**src/rtl/desorb_sequencer.sv**
```systemverilog
// Heater profile sequencer: PREHEAT -> DESORB -> COOL repeated N times, phase and duty ref to the PWM stage.
// Outputs are registered one edge after the triggering input; no backpressure, start is ignored while busy.
module desorb_sequencer #(
    parameter int PRESCALE      = 1000,
    parameter int PREHEAT_TICKS = 50,
    parameter int DESORB_TICKS  = 200,
    parameter int COOL_TICKS    = 100,
    parameter int CNT_W         = 16
) (
    input  logic       clk_i,
    input  logic       rst_i,
    input  logic       start_i,
    input  logic       abort_i,
    input  logic [1:0] level_i,
    input  logic [3:0] cycles_i,
    output logic [1:0] state_bits_o,
    output logic [1:0] ref_bits_o,
    output logic       busy_o,
    output logic       done_o,
    output logic [3:0] cycles_left_o
);
    localparam int PW = (PRESCALE > 1) ? $clog2(PRESCALE) : 1;

    typedef enum logic [1:0] {
        IDLE    = 2'b00,
        PREHEAT = 2'b01,
        DESORB  = 2'b10,
        COOL    = 2'b11
    } state_t;

    state_t           state_q, state_d;
    logic [PW-1:0]    pre_q, pre_d;
    logic [CNT_W-1:0] tick_q, tick_d;
    logic [1:0]       level_q, level_d;
    logic [3:0]       left_q, left_d;
    logic             aborted_q, aborted_d;
    logic             done_q, done_d;
    logic [1:0]       ref_q, ref_d;
    logic             busy_q;
    logic             tick;
    logic             enter;

    assign tick = (pre_q == PW'(PRESCALE - 1));

    always_comb begin
        state_d   = state_q;
        level_d   = level_q;
        left_d    = left_q;
        aborted_d = aborted_q;
        done_d    = 1'b0;
        enter     = 1'b0;
        pre_d     = pre_q;
        tick_d    = tick_q;
        ref_d     = 2'b00;

        case (state_q)
            IDLE: begin
                if (start_i) begin
                    state_d   = PREHEAT;
                    level_d   = level_i;
                    left_d    = (cycles_i == 4'd0) ? 4'd1 : cycles_i;
                    aborted_d = 1'b0;
                    enter     = 1'b1;
                end
            end
            PREHEAT: begin
                if (abort_i) begin
                    state_d   = COOL;
                    left_d    = 4'd1;
                    aborted_d = 1'b1;
                    enter     = 1'b1;
                end else if (tick && tick_q == CNT_W'(PREHEAT_TICKS - 1)) begin
                    state_d = DESORB;
                    enter   = 1'b1;
                end
            end
            DESORB: begin
                if (abort_i) begin
                    state_d   = COOL;
                    left_d    = 4'd1;
                    aborted_d = 1'b1;
                    enter     = 1'b1;
                end else if (tick && tick_q == CNT_W'(DESORB_TICKS - 1)) begin
                    state_d = COOL;
                    enter   = 1'b1;
                end
            end
            COOL: begin
                // Abort is deliberately not honoured here: COOL always runs to completion.
                if (tick && tick_q == CNT_W'(COOL_TICKS - 1)) begin
                    enter = 1'b1;
                    if (left_q > 4'd1) begin
                        state_d = PREHEAT;
                        left_d  = left_q - 4'd1;
                    end else begin
                        state_d = IDLE;
                        left_d  = 4'd0;
                        done_d  = ~aborted_q;
                    end
                end
            end
            default: state_d = IDLE;
        endcase

        if (enter || state_d == IDLE) begin
            pre_d  = '0;
            tick_d = '0;
        end else if (tick) begin
            pre_d  = '0;
            tick_d = tick_q + CNT_W'(1);
        end else begin
            pre_d  = pre_q + PW'(1);
        end

        case (state_d)
            PREHEAT: ref_d = 2'b11;
            DESORB:  ref_d = level_d;
            COOL:    ref_d = 2'b01;
            default: ref_d = 2'b00;
        endcase
    end

    always_ff @(posedge clk_i or posedge rst_i) begin
        if (rst_i) begin
            state_q   <= IDLE;
            pre_q     <= '0;
            tick_q    <= '0;
            level_q   <= 2'b00;
            left_q    <= 4'd0;
            aborted_q <= 1'b0;
            done_q    <= 1'b0;
            ref_q     <= 2'b00;
            busy_q    <= 1'b0;
        end else begin
            state_q   <= state_d;
            pre_q     <= pre_d;
            tick_q    <= tick_d;
            level_q   <= level_d;
            left_q    <= left_d;
            aborted_q <= aborted_d;
            done_q    <= done_d;
            ref_q     <= ref_d;
            busy_q    <= (state_d != IDLE);
        end
    end

    assign state_bits_o  = state_q;
    assign ref_bits_o    = ref_q;
    assign busy_o        = busy_q;
    assign done_o        = done_q;
    assign cycles_left_o = left_q;

endmodule

```
**config.mk**
```make
export PLATFORM = sky130hd
export DESIGN_NAME = desorb_sequencer
export DESIGN_NICKNAME = d
export VERILOG_FILES = /design/src/rtl/desorb_sequencer.sv
export SDC_FILE = /design/constraint.sdc
export NUM_CORES = 1
export LEC_CHECK = 0
export ABC_AREA = 1
export CAP_MARGIN = 20
export CORE_UTILIZATION = 25
export DETAILED_ROUTE_END_ITERATION = 10
export PLACE_DENSITY = 0.48
export RECOVER_POWER = 50
export SYNTH_ARGS = -nofsm -noshare
export SYNTH_HDL_FRONTEND = slang
export SYNTH_SLANG_ARGS = --single-unit
```
**constraint.sdc**
```tcl
create_clock -name clk_i -period 4.15 [get_ports clk_i]
set_input_delay 0.83 -clock clk_i [delete_from_list [all_inputs] [get_ports clk_i]]
set_output_delay 0.83 -clock clk_i [all_outputs]
set_load 0.005 [all_outputs]
```
==> results of run 1 <==
sequential cells by signal, indices dropped and copies added (netlist names):
name / cells
aborted_q: 1
busy_o: 1
cycles_left_o: 4
done_o: 1
level_q: 2
pre_q: 10
ref_bits_o: 2
state_bits_o: 2
tick_q: 16
cell usage after synthesis:
cell type / instances / area share
a31oi_1: 2 / 0.0051
a32oi_1: 1 / 0.0036
nand3_1: 20 / 0.041
nand3_2: 2 / 0.0081
dfrtp_1: 39 / 0.40
inv_2: 1 / 0.0015
clkinv_2: 1 / 0.0020
o22ai_1: 1 / 0.0025
or2_2: 1 / 0.0025
o21ai_0: 14 / 0.028
xnor2_1: 7 / 0.025
ha_1: 9 / 0.046
o21a_1: 1 / 0.0030
nand2_4: 3 / 0.014
buf_6: 1 / 0.0046
nor2_4: 12 / 0.055
nand3_4: 1 / 0.0071
nor2_2: 4 / 0.010
nand2_2: 2 / 0.0051
nand3b_1: 4 / 0.012
inv_1: 34 / 0.052
a21o_1: 1 / 0.0030
o211ai_1: 1 / 0.0030
nand2_1: 43 / 0.066
nor3_1: 5 / 0.010
a21oi_4: 1 / 0.0066
nor4_1: 1 / 0.0025
nand4_1: 10 / 0.025
nor2_1: 50 / 0.076
o31ai_1: 1 / 0.0030
xor2_1: 9 / 0.032
nor2_8: 1 / 0.0081
mux2_2: 1 / 0.0046
a21oi_1: 6 / 0.012
buf_12: 1 / 0.0081
nand4_2: 1 / 0.0051
buf_2: 1 / 0.0020
nand2_8: 1 / 0.0081
metrics by stage:
step | cell area [um2] | cells
6_report | 2890 | 447
5_1_grt | 2890 | 447
4_1_cts | 2890 | 447
3_5_place_dp | 2790 | 440
3_3_place_gp | 2790 | 440
2_1_floorplan | 2460 | 294
layer usage:
layer / wire [um] / share of wire / vias to the layer above
met4: 79 / 0.016 / 0
met5: 0 / 0 / -
li1: - / - / 994
met3: 94 / 0.019 / 5
met1: 2370 / 0.49 / 854
met2: 2290 / 0.47 / 18
worst max-delay path, cell delays in order:
cell	delay, ns
clkdlybuf4s50_1	0.40
inv_1	0.05
clkbuf_1	1.51
power breakdown:
group / switching, uW / internal (uW)
clock: 134 / 176
combinational: 465 / 255
sequential: 59.8 / 452
area by class of cell:
type | count | area (um2)
Fill cell | 1030 | 6480
Clock buffer | 5 | 68.8
Sequential cell | 39 | 976
Tap cell | 129 | 161
Multi-Input combinational cell | 216 | 1310
Inverter | 36 | 136
Timing Repair Buffer | 20 | 194
Clock inverter | 2 | 37.5
kinds of logic (layout without fill, tap and decap cells):
group | Yosys count | after routing | synth area share
XOR/XNOR | 16 | 16 | 0.0569
AND/OR/NAND/NOR | 161 | 161 | 0.356
AO/OA/AOI/OAI | 29 | 29 | 0.0706
adder cells (fa/ha/maj) | 9 | 9 | 0.0457
flip-flops | 39 | 39 | 0.396
multiplexers | 1 | 1 | 0.00457
buffers and inverters | 39 | 63 | 0.0701
cell usage in the layout, fill, tap and decap left out, types with 2 or more instances in the layout:
cell / netlist / final
nor3_1: 5 / 5
nand2_4: 3 / 3
a31oi_1: 2 / 2
nand2_1: 43 / 43
clkdlybuf4s50_1: 0 / 18
nand3b_1: 4 / 4
a21oi_1: 6 / 6
ha_1: 9 / 9
nor2_4: 12 / 12
nor2_2: 4 / 4
nand3_2: 2 / 2
inv_1: 34 / 35
nand2_2: 2 / 2
nand4_1: 10 / 10
clkbuf_8: 0 / 5
o21ai_0: 14 / 14
nand3_1: 20 / 20
xnor2_1: 7 / 7
xor2_1: 9 / 9
dfrtp_1: 39 / 39
nor2_1: 50 / 50
final timing paths:
kind / startpoint / end / slack [ns] / depth (start not counted)
worst min register to register: aborted_q / done_o / 0.44 / 1
worst max register to register: state_bits_o[0] / cycles_left_o[0] / 1.85 / 9
worst max-delay path: rst_i / tick_q[12] / 1.32 / 3
min in group asynchronous: rst_i / ref_bits_o[1] / 1.62 / 3
max in group clk_i: state_bits_o[0] / cycles_left_o[0] / 1.85 / 9
worst min-delay path: aborted_q / done_o / 0.44 / 1
==> impl_metrics.py, run 1 <==
metrics = {
    "grt": {
        "grt_util_met2": 0.173,
        "overflow": 0,
        "first_global_vias": 1847,
        "grtUsageTotal": 0.106,
        "grt_max_degree": 40,
        "use_met1": 0.139,
        "grt_use_met3": 0.0166,
        "grt_pass1_wl_mm": 8.53,
        "busiest_layer": "met2",
        "antenna_found_initial": 0,
    },
    "final_layout": {
        "postLayoutCoreUtil": 0.308,
        "drive_above_1_share": 0.116,
        "nets": 337,
        "antennaDiodeCount": 0,
        "area_delta_synth_final_pct": 17.3,
    },
    "clock_network": {
        "cts_tree": "yes",
        "cts_hold_buf": 0,
        "cts.sinks": 39,
        "post_cts_buffers": 0,
        "cts_resized": 0,
        "cts-root-buf": "clkbuf_8",
        "clock_latency_ns": 0.29,
        "cts_buffers": 5,
        "htree_levels": 2,
        "path_clk_slew_ns": 0.08,
        "clock_path_buffers": 2,
    },
    "sta": {
        "min_period_ns": 2.83,
        "drv_slew": 40,
        "tightest_slew_ns": 2.12,
        "setup_viol": 0,
        "max_slew_margin": -0.413,
        "fin_tns_setup_ns": 0,
        "rsz0062_at_grt": "no",
        "max_freq_mhz": 353,
        "whs_ns": 0.441,
        "hold_violations": 0,
        "post-route-period-util": 0.682,
        "layout_setup_ws_ns": 1.32,
        "fin_worst_skew_ns": 0.00706,
    },
    "critical_path": {
        "path_class": "input pin to async pin",
        "arrival_ns": 2.80,
        "critPathRequiredTime_ns": 4.12,
        "cp-start-kind": "input pin",
        "crit_fanout": 39,
        "cp-end-kind": "async pin",
    },
    "placement": {
        "preCtsSetupSlack_ns": 1.63,
        "finalWeightedCongestion": 0.773,
        "hpwl_mm": 3.59,
        "portBuffers": 19,
    },
    "route": {
        "vias_per_cell": 4.19,
        "vias": 1871,
        "drt-total-wl_mm": 4.83,
        "drc": 0,
        "antenna_left": 0,
        "dr.pass1.iters": 4,
        "wl_per_cell_um": 10.8,
        "drt_iter0_drc": 134,
    },
    "die": {
        "io_pins": 20,
        "die_y_um": 101,
        "rows": 35,
        "die_width_um": 101,
        "dieArea_um2": 10300,
        "start_util": 0.263,
        "core_um2": 9370,
    },
    "yosys": {
        "synth_warnings": 0,
        "syn_nets": 313,
        "synth_area_um2": 2460,
        "seq_area_frac_synth": 0.396,
        "synth.avg_cell_area_um2": 8.38,
        "synth_cell_types": 38,
        "synth.ff_latch_count": 39,
        "synth_cells": 294,
    },
    "outcome": {
        "violations": "capacitance limit, slew limit",
        "status": "finished, violations left",
    },
    "power_and_ir_drop": {
        "ir_drop_mv": 0.375,
        "p_per_area_nw_per_um2": 534,
        "finalPower_uw": 1540,
        "leakagePower_uw": 0.00123,
    },
    "hold_path": {
        "hold_path.class": "flip-flop to flip-flop",
    },
    "job": {
        "maxCapViolCount": 1,
    },
}
(Power assumes the default switching activity.)
==> run 2: changes to the inputs <==
- clock period: 4.15 -> 2.7 ns (I/O delays scaled with it)
==> run 2 against run 1 <==
The flow now finishes without violations; flip-flop and latch count stayed put; cell count up 0.45%; die area stayed put; clock skew fell by 0.0027 ns; combinational power grew 53%; hold slack improved by 0.010 ns; first-iteration DRC count fell by 15%; sequential power grew 53%; via count rose by 1.8%; clock-buffer cell count up 1; global-route usage increased by 0.43 points; critical path type is now flip-flop to flip-flop; largest power group unchanged.
==> impl_metrics.py, run 2 (synthesis results as in run 1) <==
metrics = {
    "die": {
        "core_um2": 9370,
        "dieArea_um2": 10300,
        "io_pins": 20,
        "start_util": 0.263,
        "rows": 35,
        "die_y_um": 101,
        "die_width_um": 101,
    },
    "route": {
        "drt_iter0_drc": 114,
        "wl_per_cell_um": 11.1,
        "dr.pass1.iters": 4,
        "vias_per_cell": 4.24,
        "vias": 1905,
        "drc": 0,
        "drt-total-wl_mm": 4.97,
        "antenna_left": 0,
    },
    "final_layout": {
        "regMostFlops": "tick_q",
        "drive_above_1_share": 0.125,
        "layout_common_cells": "nor2_1 (50), nand2_1 (43), dfrtp_1 (39)",
        "nets": 338,
        "area_delta_synth_final_pct": 18.1,
        "postLayoutCoreUtil": 0.310,
        "largest_register_ffs": 16,
        "fillers": 1033,
        "final_common_cell": "nor2_1",
        "antennaDiodeCount": 0,
    },
    "placement": {
        "hpwl_mm": 3.66,
        "finalWeightedCongestion": 0.776,
        "portBuffers": 19,
    },
    "clock_network": {
        "cts_buffers": 5,
        "clock_path_buffers": 2,
        "clock_latency_ns": 0.29,
        "path_clk_slew_ns": 0.08,
        "cts-root-buf": "clkbuf_8",
        "htree_levels": 2,
        "cts_resized": 0,
        "post_cts_buffers": 0,
        "cts_hold_buf": 0,
        "cts.sinks": 39,
        "cts_tree": "yes",
    },
    "sta": {
        "tightest_slew_ns": 1.01,
        "setup_viol": 0,
        "post-route-period-util": 0.819,
        "rsz0062_at_grt": "no",
        "fin_worst_skew_ns": 0.00439,
        "hold_violations": 0,
        "max_slew_margin": 0.327,
        "min_period_ns": 2.21,
        "fin_tns_setup_ns": 0,
        "max_freq_mhz": 452,
        "drv_slew": 0,
    },
    "power_and_ir_drop": {
        "leakagePower_uw": 0.00125,
        "p_per_area_nw_per_um2": 825,
        "ir_drop_mv": 0.651,
    },
    "critical_path": {
        "arrival_ns": 2.38,
        "path_class": "flip-flop to flip-flop",
        "cp-start-kind": "flip-flop",
        "crit_fanout": 26,
        "cp-end-kind": "flip-flop",
        "critPathRequiredTime_ns": 2.87,
    },
    "grt": {
        "antenna_found_initial": 0,
        "overflow": 0,
        "first_global_vias": 1961,
        "grt_max_degree": 40,
        "grt_pass1_wl_mm": 8.85,
        "grtUsageTotal": 0.110,
    },
    "hold_path": {
        "hold_path.class": "flip-flop to flip-flop",
    },
    "job": {
        "maxCapViolCount": 0,
    },
    "outcome": {
        "status": "finished, final reports clean",
    },
}
-- run 2: cell types whose count changed in the layout (fill, tap and decap cells not counted) --
cell             previous run  this run
clkdlybuf4s50_1            18        15
dlygate4sd3_1               1         4
buf_4                       0         1
clkbuf_1                    1         0
clkbuf_2                    0         1
clkbuf_8                    5         6
clkinv_2                    1         2
clkinvlp_4                  1         0
-- run 2: worst paths after layout --
| check | start | to | slack, ns | cells past startpoint |
|---|---|---|---|---|
| worst max-delay path | tick_q[0] | tick_q[6] | 0.49 | 10 |
| worst min-delay path | aborted_q | done_o | 0.45 | 1 |
| worst max register to register | tick_q[0] | tick_q[6] | 0.49 | 10 |
| worst min register to register | aborted_q | done_o | 0.45 | 1 |
| max in group asynchronous | rst_i | tick_q[5] | 1.07 | 3 |
| min in group asynchronous | rst_i | level_q[1] | 1.00 | 3 |
-- run 2: cell type report --
cell class / instances / area (um2) / share of cell area
flip-flops and latches: 39 / 976 / 0.336
inverters: 36 / 136 / 0.0469
multi-input cells: 216 / 1310 / 0.452
clock inverters: 2 / 35.0 / 0.0120
well taps: 129 / 161 / 0.0555
repair buffers: 21 / 203 / 0.0697
clock buffers: 6 / 82.6 / 0.0284
-- run 2: report_power, final --
part | total (uW) | internal (uW) | switching (uW)
clock | 512 | 299 | 212
sequential | 783 | 695 | 88.0
combinational | 1100 | 398 | 707
-- run 2: per-layer routing --
metal / vias up / wire length (um) / part of all wire / track usage
met2: 11 / 2380 / 0.48 / 0.181
met4: 0 / 80 / 0.016 / 0.0446
li1: 998 / - / - / -
met5: - / 0 / 0 / 0
met3: 5 / 70 / 0.014 / 0.0186
met1: 891 / 2440 / 0.49 / 0.143
-- run 2: stage by stage --
stage / worst slack [ns] / std cells / power [uW] / hold WS (ns) / instance area (um2)
finish: 0.488 / 449 / 2400 / 0.451 / 2910
global route: 0.298 / 449 / 2620 / 0.489 / 2910
CTS: 0.460 / 449 / 2460 / 0.454 / 2910
detailed placement: 0.491 / 441 / 1940 / 0.443 / 2790
global placement: 0.445 / 441 / 1940 / 0.441 / 2790
floorplan: 0.812 / 294 / 1700 / 0.402 / 2460
-- run 2: critical path, cell delays in order, from the launching register on --
cell and delay, ns:
dfrtp_1 0.43, ha_1 0.25, inv_1 0.08, nor2_1 0.12
nand2_1 0.07, nor2_1 0.18, nand3_4 0.12, o31ai_1 0.29
a21oi_1 0.17, nand2_8 0.29, nor2_1 0.08
